--- src/rtl/stim_check_pkg.sv ---
// Shared types and width helpers for the stimulus/check controller.
// The width helpers clamp so that single-entry configurations still get 1-bit fields.
package stim_check_pkg;

    typedef enum logic [1:0] {
        ST_IDLE   = 2'd0,
        ST_SETTLE = 2'd1,
        ST_CHECK  = 2'd2,
        ST_DONE   = 2'd3
    } state_t;

    function automatic int idx_width(input int n);
        return (n > 1) ? $clog2(n) : 1;
    endfunction

    function automatic int cnt_width(input int n);
        return $clog2(n + 1);
    endfunction

endpackage

--- src/rtl/stim_check_ctrl_vec_store.sv ---
// Test-vector memory: one synchronous write port and one combinational read port.
// Out-of-range read addresses return zero; the contents are deliberately not reset.
module vec_store #(
    parameter int NUM_VEC = 9,
    parameter int VEC_W   = 32,
    parameter int ADDR_W  = 4
) (
    input  logic              clk,
    input  logic              wr_en,
    input  logic [ADDR_W-1:0] wr_addr,
    input  logic [VEC_W-1:0]  wr_dat,
    input  logic [ADDR_W-1:0] rd_addr,
    output logic [VEC_W-1:0]  rd_dat
);

    logic [VEC_W-1:0] mem_q [NUM_VEC];

    always_ff @(posedge clk) begin
        if (wr_en && (32'(wr_addr) < NUM_VEC)) begin
            mem_q[wr_addr] <= wr_dat;
        end
    end

    always_comb begin
        rd_dat = '0;
        if (32'(rd_addr) < NUM_VEC) begin
            rd_dat = mem_q[rd_addr];
        end
    end

endmodule

--- src/rtl/stim_check_ctrl.sv ---
// Steps through the stored vectors, drives each onto the DUT for SETTLE_CYC+1 cycles,
// then compares c_out with the expected result and accumulates pass/fail status.
module stim_check_ctrl
    import stim_check_pkg::*;
#(
    parameter int DATA_W     = 8,
    parameter int MODE_W     = 8,
    parameter int NUM_VEC    = 9,
    parameter int SETTLE_CYC = 4
) (
    input  logic                              emu_clk,
    input  logic                              emu_rst,
    input  logic                              start,
    input  logic                              stop_on_fail,
    input  logic                              vec_we,
    input  logic [idx_width(NUM_VEC)-1:0]     vec_addr,
    input  logic [DATA_W-1:0]                 vec_a,
    input  logic [DATA_W-1:0]                 vec_b,
    input  logic [MODE_W-1:0]                 vec_mode,
    input  logic [DATA_W-1:0]                 vec_expct,
    output logic [DATA_W-1:0]                 a_in,
    output logic [DATA_W-1:0]                 b_in,
    output logic [MODE_W-1:0]                 mode_in,
    input  logic [DATA_W-1:0]                 c_out,
    output logic                              busy,
    output logic                              done,
    output logic [cnt_width(NUM_VEC)-1:0]     pass_cnt,
    output logic [cnt_width(NUM_VEC)-1:0]     fail_cnt,
    output logic                              fail_seen,
    output logic [idx_width(NUM_VEC)-1:0]     first_fail_idx
);

    localparam int IDX_W = idx_width(NUM_VEC);
    localparam int CNT_W = cnt_width(NUM_VEC);
    localparam int SET_W = idx_width(SETTLE_CYC);
    localparam int VEC_W = 3 * DATA_W + MODE_W;
    localparam logic [IDX_W-1:0] LAST_IDX = IDX_W'(NUM_VEC - 1);
    localparam logic [SET_W-1:0] SET_LAST = SET_W'(SETTLE_CYC - 1);

    state_t             state_q, state_d;
    logic [IDX_W-1:0]   idx_q, idx_d;
    logic [SET_W-1:0]   set_cnt_q, set_cnt_d;
    logic [DATA_W-1:0]  a_q, a_d, b_q, b_d, exp_q, exp_d;
    logic [MODE_W-1:0]  mode_q, mode_d;
    logic [CNT_W-1:0]   pass_q, pass_d, fail_q, fail_d;
    logic               fail_seen_q, fail_seen_d;
    logic [IDX_W-1:0]   ffi_q, ffi_d;
    logic               busy_q, busy_d, done_q, done_d;

    logic               start_ok;
    logic               mism;
    logic               wr_en;
    logic [IDX_W-1:0]   rd_addr;
    logic [VEC_W-1:0]   rd_dat;
    logic [DATA_W-1:0]  rd_a, rd_b, rd_exp;
    logic [MODE_W-1:0]  rd_mode;

    // Writes are blocked for the whole run so the vector set cannot change under a check.
    assign wr_en = vec_we && !busy_q;
    assign {rd_a, rd_b, rd_mode, rd_exp} = rd_dat;

    vec_store #(
        .NUM_VEC (NUM_VEC),
        .VEC_W   (VEC_W),
        .ADDR_W  (IDX_W)
    ) u_vec_store (
        .clk     (emu_clk),
        .wr_en   (wr_en),
        .wr_addr (vec_addr),
        .wr_dat  ({vec_a, vec_b, vec_mode, vec_expct}),
        .rd_addr (rd_addr),
        .rd_dat  (rd_dat)
    );

    always_comb begin
        state_d     = state_q;
        idx_d       = idx_q;
        set_cnt_d   = set_cnt_q;
        a_d         = a_q;
        b_d         = b_q;
        mode_d      = mode_q;
        exp_d       = exp_q;
        pass_d      = pass_q;
        fail_d      = fail_q;
        fail_seen_d = fail_seen_q;
        ffi_d       = ffi_q;

        start_ok = start && ((state_q == ST_IDLE) || (state_q == ST_DONE));
        mism     = (c_out != exp_q);
        // The read port serves vector 0 on a start and the next vector otherwise.
        rd_addr  = start_ok ? '0 : idx_q + IDX_W'(1);

        if (start_ok) begin
            state_d     = ST_SETTLE;
            idx_d       = '0;
            set_cnt_d   = '0;
            a_d         = rd_a;
            b_d         = rd_b;
            mode_d      = rd_mode;
            exp_d       = rd_exp;
            pass_d      = '0;
            fail_d      = '0;
            fail_seen_d = 1'b0;
            ffi_d       = '0;
        end else begin
            case (state_q)
                ST_SETTLE: begin
                    if (set_cnt_q == SET_LAST) begin
                        state_d = ST_CHECK;
                    end else begin
                        set_cnt_d = set_cnt_q + SET_W'(1);
                    end
                end
                ST_CHECK: begin
                    if (mism) begin
                        fail_d = fail_q + CNT_W'(1);
                        if (!fail_seen_q) begin
                            fail_seen_d = 1'b1;
                            ffi_d       = idx_q;
                        end
                    end else begin
                        pass_d = pass_q + CNT_W'(1);
                    end
                    if ((idx_q == LAST_IDX) || (stop_on_fail && mism)) begin
                        state_d = ST_DONE;
                    end else begin
                        state_d   = ST_SETTLE;
                        idx_d     = idx_q + IDX_W'(1);
                        set_cnt_d = '0;
                        a_d       = rd_a;
                        b_d       = rd_b;
                        mode_d    = rd_mode;
                        exp_d     = rd_exp;
                    end
                end
                default: begin
                    state_d = state_q;
                end
            endcase
        end

        busy_d = (state_d == ST_SETTLE) || (state_d == ST_CHECK);
        done_d = (state_d == ST_DONE);
    end

    always_ff @(posedge emu_clk or posedge emu_rst) begin
        if (emu_rst) begin
            state_q     <= ST_IDLE;
            idx_q       <= '0;
            set_cnt_q   <= '0;
            a_q         <= '0;
            b_q         <= '0;
            mode_q      <= '0;
            exp_q       <= '0;
            pass_q      <= '0;
            fail_q      <= '0;
            fail_seen_q <= 1'b0;
            ffi_q       <= '0;
            busy_q      <= 1'b0;
            done_q      <= 1'b0;
        end else begin
            state_q     <= state_d;
            idx_q       <= idx_d;
            set_cnt_q   <= set_cnt_d;
            a_q         <= a_d;
            b_q         <= b_d;
            mode_q      <= mode_d;
            exp_q       <= exp_d;
            pass_q      <= pass_d;
            fail_q      <= fail_d;
            fail_seen_q <= fail_seen_d;
            ffi_q       <= ffi_d;
            busy_q      <= busy_d;
            done_q      <= done_d;
        end
    end

    assign a_in           = a_q;
    assign b_in           = b_q;
    assign mode_in        = mode_q;
    assign busy           = busy_q;
    assign done           = done_q;
    assign pass_cnt       = pass_q;
    assign fail_cnt       = fail_q;
    assign fail_seen      = fail_seen_q;
    assign first_fail_idx = ffi_q;

endmodule

--- config.mk ---
export PLATFORM = sky130hd
export DESIGN_NAME = stim_check_ctrl
export DESIGN_NICKNAME = d
export VERILOG_FILES = /design/src/rtl/stim_check_pkg.sv /design/src/rtl/stim_check_ctrl_vec_store.sv /design/src/rtl/stim_check_ctrl.sv
export SDC_FILE = /design/constraint.sdc
export NUM_CORES = 1
export LEC_CHECK = 0
export ABC_AREA = 1
export BUFFER_PORTS_ARGS = -buffer_cell sky130_fd_sc_hd__clkbuf_2
export CORE_AREA = 5 5 199 124
export DETAILED_ROUTE_END_ITERATION = 7
export DIE_AREA = 0 0 204 129
export GPL_TIMING_DRIVEN = 1
export PLACE_DENSITY = 0.95
export SLEW_MARGIN = 30
export SYNTH_ARGS = -nofsm -noshare
export SYNTH_HDL_FRONTEND = slang
export SYNTH_SLANG_ARGS = --single-unit
--- constraint.sdc ---
create_clock -name emu_clk -period 8.4 [get_ports emu_clk]
set_input_delay 0.84 -clock emu_clk [delete_from_list [all_inputs] [get_ports emu_clk]]
set_output_delay 0.84 -clock emu_clk [all_outputs]
set_load 0.005 [all_outputs]
==> results of run 1 <==
## worst reg2reg max path: stages (launching register included)
cell	delay, ps
dfrtp_1	410
ha_1	440
nand2_8	370
buf_4	600
nand2_2	160
buf_4	630
inv_2	130
o31ai_4	880
buf_4	430
nand3b_1	140
nand2_1	110
## metal layers
metal  share of wire, %  vias up  track usage [%]  wire [microns]
met5                  0        -                0               0
met4                2.4        0             7.36             884
met3                 12       95             5.57            4460
met2                 48      779             45.6           17700
met1                 37     4983             37.9           13500
li1                   -     4532                -               -
## worst paths after layout
check / to / slack (ps) / start
max in group asynchronous: b_in[2] / 7360 / emu_rst
worst max-delay path: exp_q[6] / 4040 / state_q[1]
min in group emu_clk: mode_in[3] / 510 / mode_in[3]
worst min-delay path: pass_cnt[0] / 500 / emu_rst
worst min register to register: mode_in[3] / 510 / mode_in[3]
worst max register to register: exp_q[6] / 4040 / state_q[1]
## cell usage in the layout, fill, tap and decap left out, drive strengths merged
cell    count
bufinv      5
clkbuf    125
or2        32
ha          8
edfxtp    288
clkinv     15
xnor2       4
buf        22
o211ai      2
o21bai      1
a31oi       1
nand4       3
nor3b       1
inv        37
o41ai       1
nor3        2
nand3b     33
xor2        1
a21oi       5
nor2       27
dfrtp      55
o21ai      14
nand3     393
nor4        1
o31ai       2
nand2     246
## area by class of cell
type / count / area (sq um) / area share, %
clock buffer: 38 / 802 / 4.95
clock inverter: 18 / 210 / 1.30
inverter: 39 / 148 / 0.910
multi-input combinational: 777 / 3910 / 24.1
sequential: 343 / 10000 / 61.8
tap: 315 / 394 / 2.43
timing repair buffer: 109 / 732 / 4.51
## power by group
part | total (mW) | leakage, nW | switching [mW] | internal, mW
combinational | 2.27 | 2.50 | 1.55 | 0.726
sequential | 2.09 | 3.30 | 0.103 | 1.98
clock | 1.42 | 0.502 | 0.597 | 0.827
## sequential cells by signal (all words and copies together) (netlist names), 2 cells and up
signal / count
first_fail_idx: 4
pass_cnt: 4
a_in: 8
set_cnt_q: 2
mode_in: 8
b_in: 8
exp_q: 8
u_vec_store.mem_q: 288
fail_cnt: 4
state_q: 2
idx_q: 4
## logic make-up after synthesis
logic type | Yosys count | share of synthesized area, %
DFF | 343 | 69.4
AOI/OAI and AO/OA | 26 | 1.12
adders and majority gates | 8 | 0.693
buffers and inverters | 124 | 4.24
and+or+nand+nor | 738 | 24.3
xor gates and xnor gates | 5 | 0.303
## Yosys cell counts, drive strengths merged, types with 4 or more instances
cell / n / area (sq um)
nand3: 393 / 1980
clkbuf: 12 / 45.0
nand2: 246 / 938
buf: 73 / 422
dfrtp: 55 / 1380
edfxtp: 288 / 8650
a21oi: 5 / 25.0
xnor2: 4 / 35.0
or2: 32 / 200
nand3b: 33 / 248
ha: 8 / 100
o21ai: 14 / 70.1
inv: 38 / 143
nor2: 27 / 101
==> results.yml, run 1 <==
synthesis:
  syn_inst: 1244
  synth_edf_count: 288
  yosysSeqAreaShare_pct: 69.4
  postSynthAreaPerCell_sq_um: 11.6
  synth_fp_nets: 1301
  yosysWarningCount: 0
  async_flop_share_pct: 16.0
  synth_area_sq_um: 14500
  ys.flop_type: "edfxtp_1"
  synth-seq-cells: 343
  yosysUniqueCellTypes: 33
floorplanning:
  die_area_sq_um: 26300
  core_area_sq_um: 22700
  io_pins: 88
  die_w_microns: 204
  die_h_microns: 129
  std_cell_rows: 43
  start_util_pct: 63.8
clock_network:
  cts_setup_buffers: 0
  cts_resized: 0
  root_buffer: "clkbuf_16"
  clock_path_buffers: 3
  path_clk_slew_ps: 70
  postCtsHoldBufs: 0
  htreeDepth: 1
  cts_inserted_buffers: 30
  clock_latency_ps: 550
  cts.sinks: 343
  cts_tree: "built"
setup_path:
  critical-path-max-stage-delay_ps: 880
  r2r_cells: 10
  worst-path-max-fanout: 92
  crit_family: "buffers and inverters"
  required_ps: 8890
  cp-end-kind: "flop"
  slowest_stage: "o31ai_4"
  cp.arrival_ps: 4850
  crit_path_cell_trace: "ha_1, nand2_8, buf_4, nand2_2, buf_4, inv_2, o31ai_4, buf_4, nand3b_1, nand2_1"
  critical_path_buf_inv_count: 4
  crit_cells: 10
  cp-start-kind: "flop"
  cp_common_cell: "buf_4"
  critPathKind: "flop to flop"
timing:
  period_share_pct: 51.9
  fin_crit_ps: 4360
  worst_slack_ps: 4040
  maxSlewHeadroom_pct: 33.9
  worst_pin_slew_ps: 988
  fin_setup_tns_ps: 0
  finalHoldViolCount: 0
  maxSlewViolCount: 0
  finClkSkew_ps: 9.73
  hold_ws_ps: 503
  finalSetupViolations: 0
  max_freq_mhz: 229
  rsz0062_at_grt: "no"
place:
  pre_cts_ws_ps: 4020
  place_hpwl_microns: 20200
  post-place-cells: 1583
  placed_area_sq_um: 15200
  portBuffers: 87
  gp_congestion: 0.795
grt:
  grt_start_max_net_pins: 94
  overflow: 0
  track_usage_pct: 27.4
  first_global_vias: 10300
  antenna_found_initial: 0
  grt_pass1_wl_microns: 56100
detailed_routing:
  wirelength_microns: 36500
  remaining_drc_errors: 0
  via_per_inst: 6.34
  drt_iter0_drc: 1536
  vias: 10400
  drtPass1Iterations: 6
  final_antenna_net_count: 0
  wl_per_cell_microns: 22.3
finish:
  areaGrowthSynthToFinish_pct: 12.2
  drive_gt1_share_pct: 14.4
  stdcell_count: 1639
  final_area_sq_um: 16200
  fillers: 1416
  postLayoutCoreUtil_pct: 71.6
  antenna_cells: 0
  nets: 1357
pwr:
  leakage_nw: 6.30
  irDropWorstVdd_mv: 0.262
  totalPowerFinal_mw: 5.78
  power_density_nw_per_um2: 357
worst_hold_path:
  hp-class: "primary input to async pin"
status:
  status: "complete, no violations"
flow_run:
  max-cap-violations: 0
Note: power is estimated with default switching activity, not from simulation.
==> run 2: changes to the inputs <==
Settings changed: CORE_AREA 5 5 199 124 to 5 5 216 134, DIE_AREA 0 0 204 129 to 0 0 221 139, PLACE_DENSITY 0.95 to 0.86.
Clock period 8.4 ns to 4 ns, I/O delays scaled along.
==> run 2 against run 1 <==
- first-iteration DRC count shrank 15%
- hold slack lost 380 ps
- sequential power grew 110%
- clock-buffer cell count grew 3
- worst setup slack lost 3500 ps
- sequential share of layout area grew 0.47 points
- design area shrank 0.76%
- cell count grew 3.1%
- register-to-register slack lost 3500 ps
- die area grew 17%
- non-clock buffer count grew 1
==> results.yml, run 2 (synthesis gave the netlist of run 1 again) <==
pwr:
  power_density_nw_per_um2: 731
  p_switching_mw: 4.56
  intPower_mw: 7.20
  seq_power_share_pct: 37.0
  swShare_pct: 38.8
  pwr-share-clk_pct: 23.4
  irDropWorstVdd_mv: 0.861
  combPwrFrac_pct: 39.6
  leakage_nw: 6.21
timing:
  finClkSkew_ps: 15.0
  worst_pin_slew_ps: 842
  maxSlewViolCount: 0
  fin_crit_ps: 3490
  maxSlewHeadroom_pct: 43.9
  max_freq_mhz: 286
  fin_setup_tns_ps: 0
  finalSetupViolations: 0
  finalHoldViolCount: 0
  rsz0062_at_grt: "no"
  period_share_pct: 87.3
setup_path:
  required_ps: 4490
  r2r_cells: 13
  critical-path-max-stage-delay_ps: 750
  reg2reg_slack_ps: 510
  slowest_stage: "buf_4"
  crit_path_cell_trace: "inv_1, ha_1, nand2_8, nand2_4, buf_4, buf_4, nand2_1, nand3_1, nand3_1, nand3_1, nand2_1, nand3b_1, nand2_1"
  r2r-end: "exp_q[0]"
  critPathKind: "flop to flop"
  cp.arrival_ps: 3980
  critical_path_buf_inv_count: 3
  cp-start-kind: "flop"
  cp-end-kind: "flop"
  r2r_start: "state_q[0]"
  crit_family: "buffers and inverters"
  worst-path-max-fanout: 75
place:
  gp_congestion: 0.783
  post-place-cells: 1635
  place_hpwl_microns: 19200
  portBuffers: 87
  placed_area_sq_um: 15200
finish:
  final_area_sq_um: 16100
  nets: 1357
  final_cell_mix: "nand3_1, edfxtp_1, nand2_1"
  postLayoutCoreUtil_pct: 59.8
  areaGrowthSynthToFinish_pct: 11.4
  drive_gt1_share_pct: 14.0
  top_register: "u_vec_store.mem_q"
  multiInputGateArea_sq_um: 3920
  seqCellArea_sq_um: 10000
  fillers: 2098
  antenna_cells: 0
  largest_register_ffs: 288
  final_common_cell: "nand3_1"
  stdcell_count: 1689
floorplanning:
  die_h_microns: 139
  die_area_sq_um: 30700
  io_pins: 88
  start_util_pct: 53.7
  die_w_microns: 221
  core_area_sq_um: 26900
  std_cell_rows: 47
clock_network:
  cts.sinks: 343
  cts_inserted_buffers: 29
  root_buffer: "clkbuf_16"
  clock_latency_ps: 560
  clock_path_buffers: 3
  path_clk_slew_ps: 70
  cts_setup_buffers: 0
  cts_resized: 0
  htreeDepth: 1
  cts_tree: "built"
worst_hold_path:
  holdCritStartpoint: "vec_a[0]"
  hold-path-endpoint: "u_vec_store.mem_q[4][24]"
  whs_path_depth: 1
  hp-class: "primary input to flop"
detailed_routing:
  final_antenna_net_count: 0
  drtPass1Iterations: 6
  remaining_drc_errors: 0
  drt_iter0_drc: 1302
  via_per_inst: 5.98
  wirelength_microns: 35400
  wl_per_cell_microns: 21.0
  vias: 10100
grt:
  overflow: 0
  track_usage_pct: 23.0
  first_global_vias: 10100
  antenna_found_initial: 1
  grt_pass1_wl_microns: 56200
  grt_start_max_net_pins: 97
status:
  status: "complete, no violations"
flow_run:
  max-cap-violations: 0
[run 2: cell types whose count changed in the layout (fill, tap and decap cells not counted), moves of 3 or more]
| cell | delta |
|---|---|
| clkinv_2 | -3 |
| buf_16 | -6 |
| bufinv_16 | -3 |
| clkbuf_1 | +3 |
| buf_4 | +4 |
[run 2: worst reg2reg max path, cell delays in order, from the launching register on]
cell and delay, ps:
dfrtp_1 380, inv_1 50, ha_1 420, nand2_8 290, nand2_4 150, buf_4 520, buf_4 770, nand2_1 160
nand3_1 150, nand3_1 110, nand3_1 120, nand2_1 70, nand3b_1 150, nand2_1 80
[run 2: routing by layer]
layer | part of all wire (%) | vias up | wire length, microns | GRT usage, %
li1 | - | 4539 | - | -
met1 | 40 | 4819 | 14000 | 32.6
met2 | 47 | 669 | 16600 | 36.0
met3 | 12 | 64 | 4160 | 6.11
met4 | 1.7 | 2 | 608 | 5.68
met5 | 0.051 | - | 18 | 0
[run 2: cell type report]
cell class | instances | share of cell area (%)
Tap cell | 367 | 2.85
Clock inverter | 12 | 0.676
Inverter | 39 | 0.917
Clock buffer | 41 | 4.91
Multi-Input combinational cell | 777 | 24.4
Sequential cell | 343 | 62.3
Timing Repair Buffer | 110 | 4.00
[run 2: through the flow]
| stage | setup WS, ps | hold slack (ps) | power [mW] |
|---|---|---|---|
| 3_3_place_gp | 761 | 486 | 8.82 |
| 6_report | 509 | 123 | 11.8 |
| 5_1_grt | 270 | 129 | 12.5 |
| 3_5_place_dp | 571 | 493 | 8.99 |
| 2_1_floorplan | 1170 | 472 | 7.91 |
| 4_1_cts | 547 | 107 | 11.7 |
[run 2: worst max path at each step]
| stage | start | to | slack [ps] | cells after the start |
|---|---|---|---|---|
| after floorplan | vec_addr[1] | u_vec_store.mem_q[8][0] | 1170 | 3 |
| after global placement | state_q[0] | b_in[1] | 760 | 12 |
| after global routing | state_q[0] | mode_in[2] | 270 | 13 |
| after detailed placement | state_q[0] | exp_q[0] | 570 | 13 |
| final | state_q[0] | exp_q[0] | 510 | 13 |
| after CTS | state_q[0] | exp_q[0] | 550 | 13 |
[run 2: power by group through the flow]
stage	clock network, mW	registers (mW)	logic, mW
after detailed placement	0	4.43	4.57
after global placement	0	4.42	4.40
after global routing	2.92	4.39	5.21
after CTS	2.77	4.35	4.61
after floorplan	0	4.39	3.52
final	2.75	4.36	4.66
[run 2: timing repair]
item                                    in CTS  in global routing
hold buffers                                 1                  0
endpoints found under the setup margin       0                  0
hold endpoints to repair                    29                  0
